`src/rtl/regfile_access_arbiter_pkg.sv`:
```
// Shared types and helpers for the register-file access arbiter.
// Optional feature macro used by the top level: RFARB_PERF_CNT_EN.
package regfile_arb_pkg;

   // Debug request opcodes; the reserved encoding 2'b11 is folded into OP_READ on accept
   typedef enum logic [1:0] {
      OP_READ  = 2'b00,
      OP_WRITE = 2'b01,
      OP_CLEAR = 2'b10
   } dbg_op_e;

   // Arbiter control states
   typedef enum logic [2:0] {
      ST_IDLE,
      ST_PEND,
      ST_CLEAR,
      ST_STALL,
      ST_RESP
   } arb_state_e;

   // Address of the hard-wired zero register (always the last register)
   function automatic int unsigned xzr_addr(input int unsigned reg_count,
                                            input int unsigned reg_addr_width);
      return (reg_count - 1) & ((32'd1 << reg_addr_width) - 32'd1);
   endfunction

endpackage

```
`src/rtl/regfile_access_arbiter_if.sv`:
```
// Debug host request/response bundle for the register-file access arbiter.
interface regfile_access_arbiter_if #(
   parameter int DATA_WIDTH     = 32,
   parameter int REG_ADDR_WIDTH = 5
);
   logic                      dbg_req_valid_in;
   logic                      dbg_req_ready_out;
   logic [1:0]                dbg_req_op_in;
   logic [REG_ADDR_WIDTH-1:0] dbg_req_addr_in;
   logic [DATA_WIDTH-1:0]     dbg_req_data_in;
   logic                      dbg_rsp_valid_out;
   logic [DATA_WIDTH-1:0]     dbg_rsp_data_out;

   modport master (
      output dbg_req_valid_in, dbg_req_op_in, dbg_req_addr_in, dbg_req_data_in,
      input  dbg_req_ready_out, dbg_rsp_valid_out, dbg_rsp_data_out
   );

   modport slave (
      input  dbg_req_valid_in, dbg_req_op_in, dbg_req_addr_in, dbg_req_data_in,
      output dbg_req_ready_out, dbg_rsp_valid_out, dbg_rsp_data_out
   );
endinterface

```
`src/rtl/regfile_access_arbiter_starve_timer.sv`:
```
// Counts cycles a pending debug access has been blocked by the core and
// flags when the next blocked cycle must become a forced core stall.
module rfarb_starve_timer #(
   parameter int STARVE_LIMIT = 8
) (
   input  logic clk,
   input  logic rst_n,
   input  logic inc,
   input  logic clr,
   output logic limit_hit
);
   localparam logic [7:0] HIT_VALUE = 8'(STARVE_LIMIT - 1);

   logic [7:0] r_wait_cnt;

   // Blocked-cycle counter; clear wins over increment, and it never wraps
   always_ff @(posedge clk or negedge rst_n) begin
      if (!rst_n) begin
         r_wait_cnt <= '0;
      end else if (clr) begin
         r_wait_cnt <= '0;
      end else if (inc && (r_wait_cnt != 8'hFF)) begin
         r_wait_cnt <= r_wait_cnt + 8'd1;
      end
   end

   // High on the blocked cycle that brings the count up to the limit
   assign limit_hit = (r_wait_cnt >= HIT_VALUE);

endmodule

```
`src/rtl/regfile_access_arbiter.sv`:
```
// Shares the register file write port and read port 2 between the core
// (priority) and the debug host; also sequences a debug clear-all.
// Optional macro RFARB_PERF_CNT_EN adds debug-access and stall counters.
module regfile_access_arbiter
   import regfile_arb_pkg::*;
#(
   parameter int DATA_WIDTH     = 32,
   parameter int REG_COUNT      = 32,
   parameter int REG_ADDR_WIDTH = 5,
   parameter int STARVE_LIMIT   = 8
) (
   input  logic                      clk,
   input  logic                      rst_n,
   input  logic                      core_wr_en_in,
   input  logic [REG_ADDR_WIDTH-1:0] core_wr_addr_in,
   input  logic [DATA_WIDTH-1:0]     core_wr_data_in,
   input  logic                      core_rd2_busy_in,
   input  logic [REG_ADDR_WIDTH-1:0] core_rd2_addr_in,
   output logic                      core_stall_out,
   regfile_access_arbiter_if.slave   dbg,
`ifdef RFARB_PERF_CNT_EN
   output logic [31:0]               dbg_access_cnt_out,
   output logic [31:0]               stall_cnt_out,
`endif
   output logic                      rf_write_en_out,
   output logic [REG_ADDR_WIDTH-1:0] rf_write_addr_out,
   output logic [DATA_WIDTH-1:0]     rf_write_data_out,
   output logic [REG_ADDR_WIDTH-1:0] rf_read_addr2_out,
   input  logic [DATA_WIDTH-1:0]     rf_read_data2_in
);
   localparam logic [REG_ADDR_WIDTH-1:0] XZR =
      REG_ADDR_WIDTH'(xzr_addr(REG_COUNT, REG_ADDR_WIDTH));
   localparam logic [REG_ADDR_WIDTH-1:0] LAST_CLEAR = XZR - 1'b1;

   arb_state_e                r_state;
   arb_state_e                w_next;
   dbg_op_e                   r_op;
   logic [REG_ADDR_WIDTH-1:0] r_addr;
   logic [DATA_WIDTH-1:0]     r_data;
   logic [REG_ADDR_WIDTH-1:0] r_clear_idx;
   logic                      r_stall;
   logic                      r_rsp_valid;
   logic [DATA_WIDTH-1:0]     r_rsp_data;

   logic w_accept;
   logic w_slot_free;
   logic w_clear_free;
   logic w_last;
   logic w_access;
   logic w_dbg_wr_en;
   logic w_inc;
   logic w_clr;
   logic w_limit_hit;

   // A read also needs read port 2, so core use of it blocks reads but not writes
   assign w_accept     = (r_state == ST_IDLE) && dbg.dbg_req_valid_in;
   assign w_slot_free  = !core_wr_en_in && ((r_op == OP_WRITE) || !core_rd2_busy_in);
   assign w_clear_free = !core_wr_en_in;
   assign w_last       = (r_clear_idx == LAST_CLEAR);
   assign w_access     = ((r_state == ST_PEND)  && w_slot_free)  ||
                         (r_state == ST_STALL)                   ||
                         ((r_state == ST_CLEAR) && w_clear_free);
   assign w_dbg_wr_en  = (r_op == OP_CLEAR) || ((r_op == OP_WRITE) && (r_addr != XZR));
   assign w_inc        = ((r_state == ST_PEND)  && !w_slot_free) ||
                         ((r_state == ST_CLEAR) && !w_clear_free);
   assign w_clr        = w_access || (r_state == ST_RESP);

   rfarb_starve_timer #(
      .STARVE_LIMIT (STARVE_LIMIT)
   ) u_starve_timer (
      .clk       (clk),
      .rst_n     (rst_n),
      .inc       (w_inc),
      .clr       (w_clr),
      .limit_hit (w_limit_hit)
   );

   // State register
   always_ff @(posedge clk or negedge rst_n) begin
      if (!rst_n) begin
         r_state <= ST_IDLE;
      end else begin
         r_state <= w_next;
      end
   end

   // Next-state logic: serve in free slots, force a stall once starved
   always_comb begin
      w_next = r_state;
      case (r_state)
         ST_IDLE: begin
            if (w_accept) begin
               w_next = (dbg.dbg_req_op_in == 2'b10) ? ST_CLEAR : ST_PEND;
            end
         end
         ST_PEND: begin
            if (w_slot_free) begin
               w_next = ST_RESP;
            end else if (w_limit_hit) begin
               w_next = ST_STALL;
            end
         end
         ST_CLEAR: begin
            if (w_clear_free) begin
               w_next = w_last ? ST_RESP : ST_CLEAR;
            end else if (w_limit_hit) begin
               w_next = ST_STALL;
            end
         end
         ST_STALL: begin
            if (r_op == OP_CLEAR) begin
               w_next = w_last ? ST_RESP : ST_CLEAR;
            end else begin
               w_next = ST_RESP;
            end
         end
         ST_RESP: begin
            w_next = ST_IDLE;
         end
         default: begin
            w_next = ST_IDLE;
         end
      endcase
   end

   // Port muxing: debug owns the ports only in its access cycle, core otherwise
   always_comb begin
      rf_write_en_out   = core_wr_en_in;
      rf_write_addr_out = core_wr_addr_in;
      rf_write_data_out = core_wr_data_in;
      rf_read_addr2_out = core_rd2_addr_in;
      if (w_access) begin
         rf_write_en_out = w_dbg_wr_en;
         if (r_op == OP_CLEAR) begin
            rf_write_addr_out = r_clear_idx;
            rf_write_data_out = '0;
            rf_read_addr2_out = r_clear_idx;
         end else begin
            rf_write_addr_out = r_addr;
            rf_write_data_out = r_data;
            rf_read_addr2_out = r_addr;
         end
      end
   end

   // Request capture on handshake, and clear-all address stepping
   always_ff @(posedge clk or negedge rst_n) begin
      if (!rst_n) begin
         r_op        <= OP_READ;
         r_addr      <= '0;
         r_data      <= '0;
         r_clear_idx <= '0;
      end else if (w_accept) begin
         case (dbg.dbg_req_op_in)
            2'b01:   r_op <= OP_WRITE;
            2'b10:   r_op <= OP_CLEAR;
            default: r_op <= OP_READ;
         endcase
         r_addr      <= dbg.dbg_req_addr_in;
         r_data      <= dbg.dbg_req_data_in;
         r_clear_idx <= '0;
      end else if (w_access && (r_op == OP_CLEAR)) begin
         r_clear_idx <= r_clear_idx + 1'b1;
      end
   end

   // Registered stall/response outputs; response data loads only when a response is due
   always_ff @(posedge clk or negedge rst_n) begin
      if (!rst_n) begin
         r_stall     <= 1'b0;
         r_rsp_valid <= 1'b0;
         r_rsp_data  <= '0;
      end else begin
         r_stall     <= (w_next == ST_STALL);
         r_rsp_valid <= (w_next == ST_RESP);
         if (w_next == ST_RESP) begin
            case (r_op)
               OP_READ:  r_rsp_data <= rf_read_data2_in;
               OP_WRITE: r_rsp_data <= r_data;
               default:  r_rsp_data <= '0;
            endcase
         end
      end
   end

   assign core_stall_out        = r_stall;
   assign dbg.dbg_req_ready_out = (r_state == ST_IDLE);
   assign dbg.dbg_rsp_valid_out = r_rsp_valid;
   assign dbg.dbg_rsp_data_out  = r_rsp_data;

`ifdef RFARB_PERF_CNT_EN
   logic [31:0] r_dbg_access_cnt;
   logic [31:0] r_stall_cnt;

   // Saturating counters of completed debug requests and forced stall cycles
   always_ff @(posedge clk or negedge rst_n) begin
      if (!rst_n) begin
         r_dbg_access_cnt <= '0;
         r_stall_cnt      <= '0;
      end else begin
         if ((r_state == ST_RESP) && (r_dbg_access_cnt != 32'hFFFF_FFFF)) begin
            r_dbg_access_cnt <= r_dbg_access_cnt + 32'd1;
         end
         if ((r_state == ST_STALL) && (r_stall_cnt != 32'hFFFF_FFFF)) begin
            r_stall_cnt <= r_stall_cnt + 32'd1;
         end
      end
   end

   assign dbg_access_cnt_out = r_dbg_access_cnt;
   assign stall_cnt_out      = r_stall_cnt;
`endif

endmodule

```
`src/flat_wrapper.sv`:
```
// flat-port wrapper written by rule: the top's interface ports become plain ports
module regfile_access_arbiter_flat import regfile_arb_pkg::*;
#(
   parameter int DATA_WIDTH     = 32,
   parameter int REG_COUNT      = 32,
   parameter int REG_ADDR_WIDTH = 5,
   parameter int STARVE_LIMIT   = 8
)
  (clk, rst_n, core_wr_en_in, core_wr_addr_in, core_wr_data_in, core_rd2_busy_in, core_rd2_addr_in, core_stall_out, rf_write_en_out, rf_write_addr_out, rf_write_data_out, rf_read_addr2_out, rf_read_data2_in, dbg_dbg_req_valid_in, dbg_dbg_req_op_in, dbg_dbg_req_addr_in, dbg_dbg_req_data_in, dbg_dbg_req_ready_out, dbg_dbg_rsp_valid_out, dbg_dbg_rsp_data_out);
  regfile_access_arbiter_if #(.DATA_WIDTH(DATA_WIDTH), .REG_ADDR_WIDTH(REG_ADDR_WIDTH)) dbg_i ();
  input  logic clk;
  input  logic rst_n;
  input  logic core_wr_en_in;
  input  logic [REG_ADDR_WIDTH-1:0] core_wr_addr_in;
  input  logic [DATA_WIDTH-1:0] core_wr_data_in;
  input  logic core_rd2_busy_in;
  input  logic [REG_ADDR_WIDTH-1:0] core_rd2_addr_in;
  output logic core_stall_out;
  output logic rf_write_en_out;
  output logic [REG_ADDR_WIDTH-1:0] rf_write_addr_out;
  output logic [DATA_WIDTH-1:0] rf_write_data_out;
  output logic [REG_ADDR_WIDTH-1:0] rf_read_addr2_out;
  input  logic [DATA_WIDTH-1:0] rf_read_data2_in;
  input wire logic [$bits(dbg_i.dbg_req_valid_in)-1:0] dbg_dbg_req_valid_in;
  input wire logic [$bits(dbg_i.dbg_req_op_in)-1:0] dbg_dbg_req_op_in;
  input wire logic [$bits(dbg_i.dbg_req_addr_in)-1:0] dbg_dbg_req_addr_in;
  input wire logic [$bits(dbg_i.dbg_req_data_in)-1:0] dbg_dbg_req_data_in;
  output wire logic [$bits(dbg_i.dbg_req_ready_out)-1:0] dbg_dbg_req_ready_out;
  output wire logic [$bits(dbg_i.dbg_rsp_valid_out)-1:0] dbg_dbg_rsp_valid_out;
  output wire logic [$bits(dbg_i.dbg_rsp_data_out)-1:0] dbg_dbg_rsp_data_out;
  assign dbg_i.dbg_req_valid_in = dbg_dbg_req_valid_in;
  assign dbg_i.dbg_req_op_in = dbg_dbg_req_op_in;
  assign dbg_i.dbg_req_addr_in = dbg_dbg_req_addr_in;
  assign dbg_i.dbg_req_data_in = dbg_dbg_req_data_in;
  assign dbg_dbg_req_ready_out = dbg_i.dbg_req_ready_out;
  assign dbg_dbg_rsp_valid_out = dbg_i.dbg_rsp_valid_out;
  assign dbg_dbg_rsp_data_out = dbg_i.dbg_rsp_data_out;
  regfile_access_arbiter #(.DATA_WIDTH(DATA_WIDTH), .REG_COUNT(REG_COUNT), .REG_ADDR_WIDTH(REG_ADDR_WIDTH), .STARVE_LIMIT(STARVE_LIMIT)) u_core (.clk(clk), .rst_n(rst_n), .core_wr_en_in(core_wr_en_in), .core_wr_addr_in(core_wr_addr_in), .core_wr_data_in(core_wr_data_in), .core_rd2_busy_in(core_rd2_busy_in), .core_rd2_addr_in(core_rd2_addr_in), .core_stall_out(core_stall_out), .dbg(dbg_i), .rf_write_en_out(rf_write_en_out), .rf_write_addr_out(rf_write_addr_out), .rf_write_data_out(rf_write_data_out), .rf_read_addr2_out(rf_read_addr2_out), .rf_read_data2_in(rf_read_data2_in));
endmodule
```
`config.mk`:
```
export PLATFORM = sky130hd
export DESIGN_NAME = regfile_access_arbiter_flat
export DESIGN_NICKNAME = d
export VERILOG_FILES = /design/src/rtl/regfile_access_arbiter_pkg.sv /design/src/rtl/regfile_access_arbiter_if.sv /design/src/rtl/regfile_access_arbiter_starve_timer.sv /design/src/rtl/regfile_access_arbiter.sv /design/src/flat_wrapper.sv
export SDC_FILE = /design/constraint.sdc
export NUM_CORES = 1
export LEC_CHECK = 0
export CAP_MARGIN = 15
export CORE_ASPECT_RATIO = 0.8
export CORE_MARGIN = 5
export CORE_UTILIZATION = 40
export CTS_CLUSTER_SIZE = 16
export DETAILED_ROUTE_END_ITERATION = 10
export MAX_ROUTING_LAYER = met4
export PLACE_DENSITY = 0.85
export RECOVER_POWER = 100
export SYNTH_ARGS = -nofsm -noshare
export SYNTH_HDL_FRONTEND = slang
export SYNTH_HIERARCHICAL = 1
export SYNTH_SLANG_ARGS = --single-unit
export TNS_END_PERCENT = 100
```
`constraint.sdc`:
```
create_clock -name clk -period 5.5 [get_ports clk]
set_input_delay 1.375 -clock clk [delete_from_list [all_inputs] [get_ports clk]]
set_output_delay 1.375 -clock clk [all_outputs]
set_load 0.02 [all_outputs]
```
# Word-level counts from Yosys, hierarchy flattened

Index checks and enable logic that the tools add are counted.
W data, S select, Z words.

Multiplexer cells: 20
Equality and inequality tests: 13
Reductions and logical operators: 22
Add/sub/neg operators: 2
Magnitude comparators: 1

Operators with widths:

| cell                  | number |
|---|---|
| $mux W32              | 2 |
| $pmux W32 S2          | 1 |
| $mux W5               | 5 |
| $mux W3               | 6 |
| $mux W8               | 2 |
| $pmux W3 S4           | 1 |
| $eq A3 B2 Y1 const B  | 3 |
| $logic_and A1 B1 Y1   | 9 |
| $add A8 B1 Y8 const B | 1 |
| $ge A8 B3 Y1 const B  | 1 |
| $ne A8 B8 Y1 const B  | 1 |
| $eq A3 B3 Y1 const B  | 2 |
| $logic_or A1 B1 Y1    | 6 |
| $add A5 B1 Y5 const B | 1 |
| $eq A5 B5 Y1 const B  | 1 |
| $ne A5 B5 Y1 const B  | 1 |
| $eq A2 B1 Y1 const B  | 2 |
| $eq A2 B2 Y1 const B  | 2 |
| $pmux W2 S2           | 1 |
| $reduce_bool A2 Y1    | 2 |
| $eq A3 B1 Y1 const B  | 1 |
| $logic_not A1 Y1      | 3 |
| $logic_not A3 Y1      | 1 |
| $logic_not A2 Y1      | 1 |
| other kinds (2)       | 2 |

Register bits: 89

# Longest topological paths before layout

Depth in word-level cells: 9
Depth in mapped cells: 10

# Modules after synthesis

The synthesis kept the hierarchy.

By module, submodules not included:

| module                 | cells each | area each (sq um) | seq. area each (sq um) | times used |
|---|---|---|---|---|
| regfile_access_arbiter | 525        | 4523.1            | 2026.9                 | 1 |
| rfarb_starve_timer     | 46         | 464.2             | 200.2                  | 1 |

# Worst setup path before layout

Ideal clock, no wire load.

Path type: input to output
Start point: in core_wr_en_in
End point: out rf_write_data_out[10]
Setup slack: 1.558 ns
Arrival time: 2.567 ns
Buffers on the path: 2
Stages: 6
Data required time: 4.125 ns
Path through: and2b_4 -> nor2_4 -> o21a_1 -> buf_6 -> buf_6 -> mux2i_1

Word-level cells in the longest chain between the ends: 6

RTL lines:

| item                   | line                                                       | text |
|---|---|---|
| start: declaration     | flat_wrapper.sv:13                                         | `input logic core_wr_en_in;` |
| $logic_not A1 Y1 (*)   | regfile_access_arbiter.sv:57, regfile_access_arbiter.sv:58 |  |
| $logic_and A1 B1 Y1    | regfile_access_arbiter.sv:57                               | `assign w_slot_free = !core_wr_en_in && ((r_op == OP_WRITE) \|\| !core_rd2_busy_in);` |
| $logic_and A1 B1 Y1    | regfile_access_arbiter.sv:60                               | `assign w_access = ((r_state == ST_PEND) && w_slot_free) \|\|` |
| $logic_or A1 B1 Y1     | regfile_access_arbiter.sv:60                               |  |
| $logic_or A1 B1 Y1 (*) | regfile_access_arbiter.sv:61                               | `(r_state == ST_STALL) \|\|` |
| $mux W32 (*)           | regfile_access_arbiter.sv:132                              | `if (w_access) begin` |
| end: declaration       | flat_wrapper.sv:21                                         | `output logic [DATA_WIDTH-1:0] rf_write_data_out;` |

Every way passes the cells marked *; elsewhere a longest branch is shown, timed or not.

# Worst setup path after layout

Start point: in core_wr_en_in
End point: out rf_write_data_out[31]

The elaborated chain is that of the path after synthesis.

==> key figures <==
STA
  – RSZ-0062 raised after global routing: false
  – Highest achievable clock rate: 187.6 MHz
  – Final count of pins violating max slew: 82
  – Period minus WS final: 5330 ps
  – Final number of setup-violating endpoints: 0
  – Clock Skew: 6.284 ps
  – Final worst slack: 169.9 ps
  – Share of the clock period used by the worst path: 96.91%
  – Worst Max-Slew Pin Slew: 2638 ps
  – Sum Neg Setup Slack: 0 ps
  – Tightest slew margin relative to the limit: -75.88%
  – Number of hold violations in the final report: 0
  – Minimum hold slack: 501.6 ps

Job
  – Reported max-cap violation count: 2

Route
  – DRC violations left: 0
  – Vias/cell: 5.112
  – Routed length per placed instance: 16.96 um
  – WL final: 15,690 um
  – Via count: 4,729
  – First drt pass iteration count: 4
  – 1st-iter DRT viols: 268
  – Remaining number of nets flagged by the antenna check after routing: 0

Global routing
  – Antenna violations before repair: 0
  – Number of global-route vias before repair: 4,646
  – First-pass GRT wire length: 24,190 um
  – Global route overflow: 0
  – Combined global-route utilization of all metal layers: 21.46%
  – Pin count of the biggest net entering global routing: 49

Finish
  – Final net count: 871
  – Total inserted antenna cells: 0
  – Share of post-route cells with drive strength above 1: 4.509%
  – Post-route cell area: 7295 um^2
  – Area growth, synth to finish: 46.26%
  – Fillcell total: 1,048
  – Core Util, Final: 59.76%
  – Number of standard cells in the final layout excluding fillers: 925

Floorplan
  – Standard-cell rows: 36
  – Die Width: 134.8 um
  – Initial standard-cell utilization of the core: 40.86%
  – Die Outline Area: 14,810 um^2
  – Overall die height: 109.9 um
  – CORE AREA: 12,210 um^2
  – # IOs: 196

Synthesis
  – Dominant register cell in the synthesized netlist: dfrtp_1
  – Cell count after synthesis: 571
  – Sequential element share of the synthesized area: 44.66%
  – Netlist Area Pre-Place: 4987 um^2
  – Avg Inst Size Synth: 8.734 um^2
  – Number of storage elements in the synthesis netlist: 89
  – Count of warnings emitted by yosys: 6
  – Syn Nets: 692
  – FFs w/ async S/R, synth: 100.0%
  – Count of different cell masters after synthesis: 51
  – Number of flops mapped to enable cells by yosys: 0

Pwr
  – Switching power summed over all nets: 1.672 mW
  – Part of the total power dissipated in combinational logic: 54.1%
  – Portion of total power attributed to the clock network: 16.1%
  – Worst supply voltage drop on vdd: 0.2700 mV
  – Switching Fraction: 43.67%
  – Internal power consumption: 2.157 mW
  – Sequential Power Share: 29.8%
  – Power, Total: 3.829 mW
  – P per Cell Area: 525.0 nW/um^2
  – LEAKAGE: 3.378 nW

Place
  – Cells after DPL: 910
  – Routability cong.: 0.8520
  – Sum of net half-perimeters after detailed placement: 11,290 um
  – Area of placed instances: 7036 um^2
  – Number of port buffers: 195
  – Post-Place Worst Slack: 209.9 ps

Worst setup path
  – Slack of the worst reg-to-reg path: 2240 ps
  – Kind of start point of the critical path: primary input
  – Kind of capture point of the worst setup path: primary output
  – CP Class: primary input to primary output
  – Worst Path Max Fanout: 12
  – WP data required: 4120 ps
  – Crit path DAT: 3960 ps

Outcome
  – Outcome: finished, violations left
  – Failing checks: capacitance limit, slew limit

Clock network
  – Number of hold buffers added after CTS: 0
  – CTS tree: done
  – Clock tree root driver cell: clkbuf_16
  – Post-CTS setup buffer count: 0
  – Insertion delay of the later-clocked pin in the worst-skew pair: 340 ps
  – Total clock buffers created by CTS: 9
  – Largest buffer count on any clock path: 2
  – TritonCTS Sinks: 89
  – Total number of H-tree levels: 3
  – Post-CTS resize count: 0
  – Clock-pin slew on the worst setup and hold paths: 70 ps

Hold path
  – Hold WC Path Type: register to register
## placed cells by master, fill, tap and decap left out, types with 2 or more instances in the layout
master,synthesis,layout
a21o_1,3,3
nor2_1,7,6
a21oi_1,10,10
o22ai_1,32,32
o2111ai_1,7,7
dfrtp_1,89,88
nor2b_1,6,7
clkdlybuf4s50_1,0,120
nor3_1,6,6
o211ai_1,2,2
inv_6,0,2
a21boi_2,2,2
o21a_1,12,11
clkbuf_16,0,9
clkinvlp_4,0,2
ha_1,3,3
nand2_1,200,200
and4_1,1,2
buf_4,2,4
a211oi_1,4,4
inv_1,38,38
a31oi_1,2,2
a2bb2oi_1,2,2
clkbuf_1,7,5
dlygate4sd3_1,0,74
or3_1,2,2
o21ai_0,4,4
nand4_1,1,2
nand2b_1,6,5
mux2i_1,70,70
nand3_1,2,2
## worst max-delay path: stages
cell and delay, ps:
clkdlybuf4s50_1 530, and2b_1 290, nor2_4 210, o21a_2 350, buf_4 300, mux2i_1 200
dlygate4sd3_1 690
## layout make-up
type / instances / area (um^2) / share of cell area (%)
flip-flops and latches: 89 / 2228 / 30.55
clock buffers: 9 / 225.2 / 3.087
inverters: 38 / 142.6 / 1.955
clock inverters: 6 / 67.56 / 0.9262
repair buffers: 205 / 2016 / 27.63
multi-input cells: 407 / 2401 / 32.92
well taps: 171 / 214.0 / 2.933
## power groups by stage
stage	Sequential (mW)	Combinational [mW]	Clock, mW
after global routing	1.18	2.24	0.661
after floorplan	1.21	1.25	0
after CTS	1.15	2.18	0.637
after global placement	1.14	2.15	0
after detailed placement	1.16	2.18	0
final	1.14	2.07	0.618
## cells in the mapped netlist (2+ instances only)
cell / number / area [um^2]
a211oi_1: 4 / 30.03
a21boi_2: 2 / 22.52
a21o_1: 3 / 22.52
a21oi_1: 10 / 50.05
a2bb2oi_1: 2 / 17.52
a31oi_1: 2 / 12.51
and2_1: 2 / 12.51
buf_1: 2 / 7.510
buf_2: 21 / 105.1
buf_4: 2 / 15.01
buf_6: 5 / 56.30
clkbuf_1: 7 / 26.28
dfrtp_1: 89 / 2227
ha_1: 3 / 37.54
inv_1: 38 / 142.6
mux2i_1: 70 / 700.7
nand2_1: 200 / 750.7
nand2b_1: 6 / 37.54
nand3_1: 2 / 10.01
nor2_1: 7 / 26.28
nor2b_1: 6 / 37.54
nor3_1: 6 / 30.03
o2111ai_1: 7 / 61.31
o211ai_1: 2 / 15.01
o21a_1: 12 / 90.09
o21ai_0: 4 / 20.02
o22ai_1: 32 / 200.2
or3_1: 2 / 12.51
## kinds of logic (layout without fill, tap and decap cells)
group / count (synthesis) / in the layout / share of synthesized area [%]
adder cells (fa/ha/maj): 3 / 3 / 0.7527
multiplexers: 71 / 71 / 14.27
AO/OA/AOI/OAI: 89 / 89 / 12.54
buffers and inverters: 75 / 258 / 7.075
flip-flops: 89 / 89 / 44.66
AND/OR/NAND/NOR: 244 / 244 / 20.70
## path summary, 6_finish.rpt
kind                                         from               endpoint  depth (start not counted)
max in group asynchronous                   rst_n       u_core/r_data[2]                          2
worst max register to register  u_core/r_state[1]      u_core/r_data[31]                          5
worst min-delay path            u_core/r_data[16]      u_core/r_data[16]                          2
worst min register to register  u_core/r_data[16]      u_core/r_data[16]                          2
min in group asynchronous                   rst_n      u_core/r_data[22]                          1
worst max-delay path                core_wr_en_in  rf_write_data_out[31]                          7
## registers in the layout, summed over array words and instances, names as in the netlist
name and cells:
u_core/r_clear_idx 5, u_core/r_data 32, u_core/dbg.dbg_rsp_data_out 32, u_core/r_state 3, u_core/r_op 2, u_core/core_stall_out 1
u_core/u_starve_timer/r_wait_cnt 8, u_core/r_addr 5, u_core/dbg.dbg_rsp_valid_out 1
## routing by layer
layer / share of wire [%] / global-route usage, % / wire (um)
met1: 43 / 27.24 / 6747
met2: 49 / 35.76 / 7679
met3: 7.4 / 4.620 / 1158
met4: 0.63 / 4.506 / 99
met5: 0 / - / 0
Power figures use the tool's default switching activity.
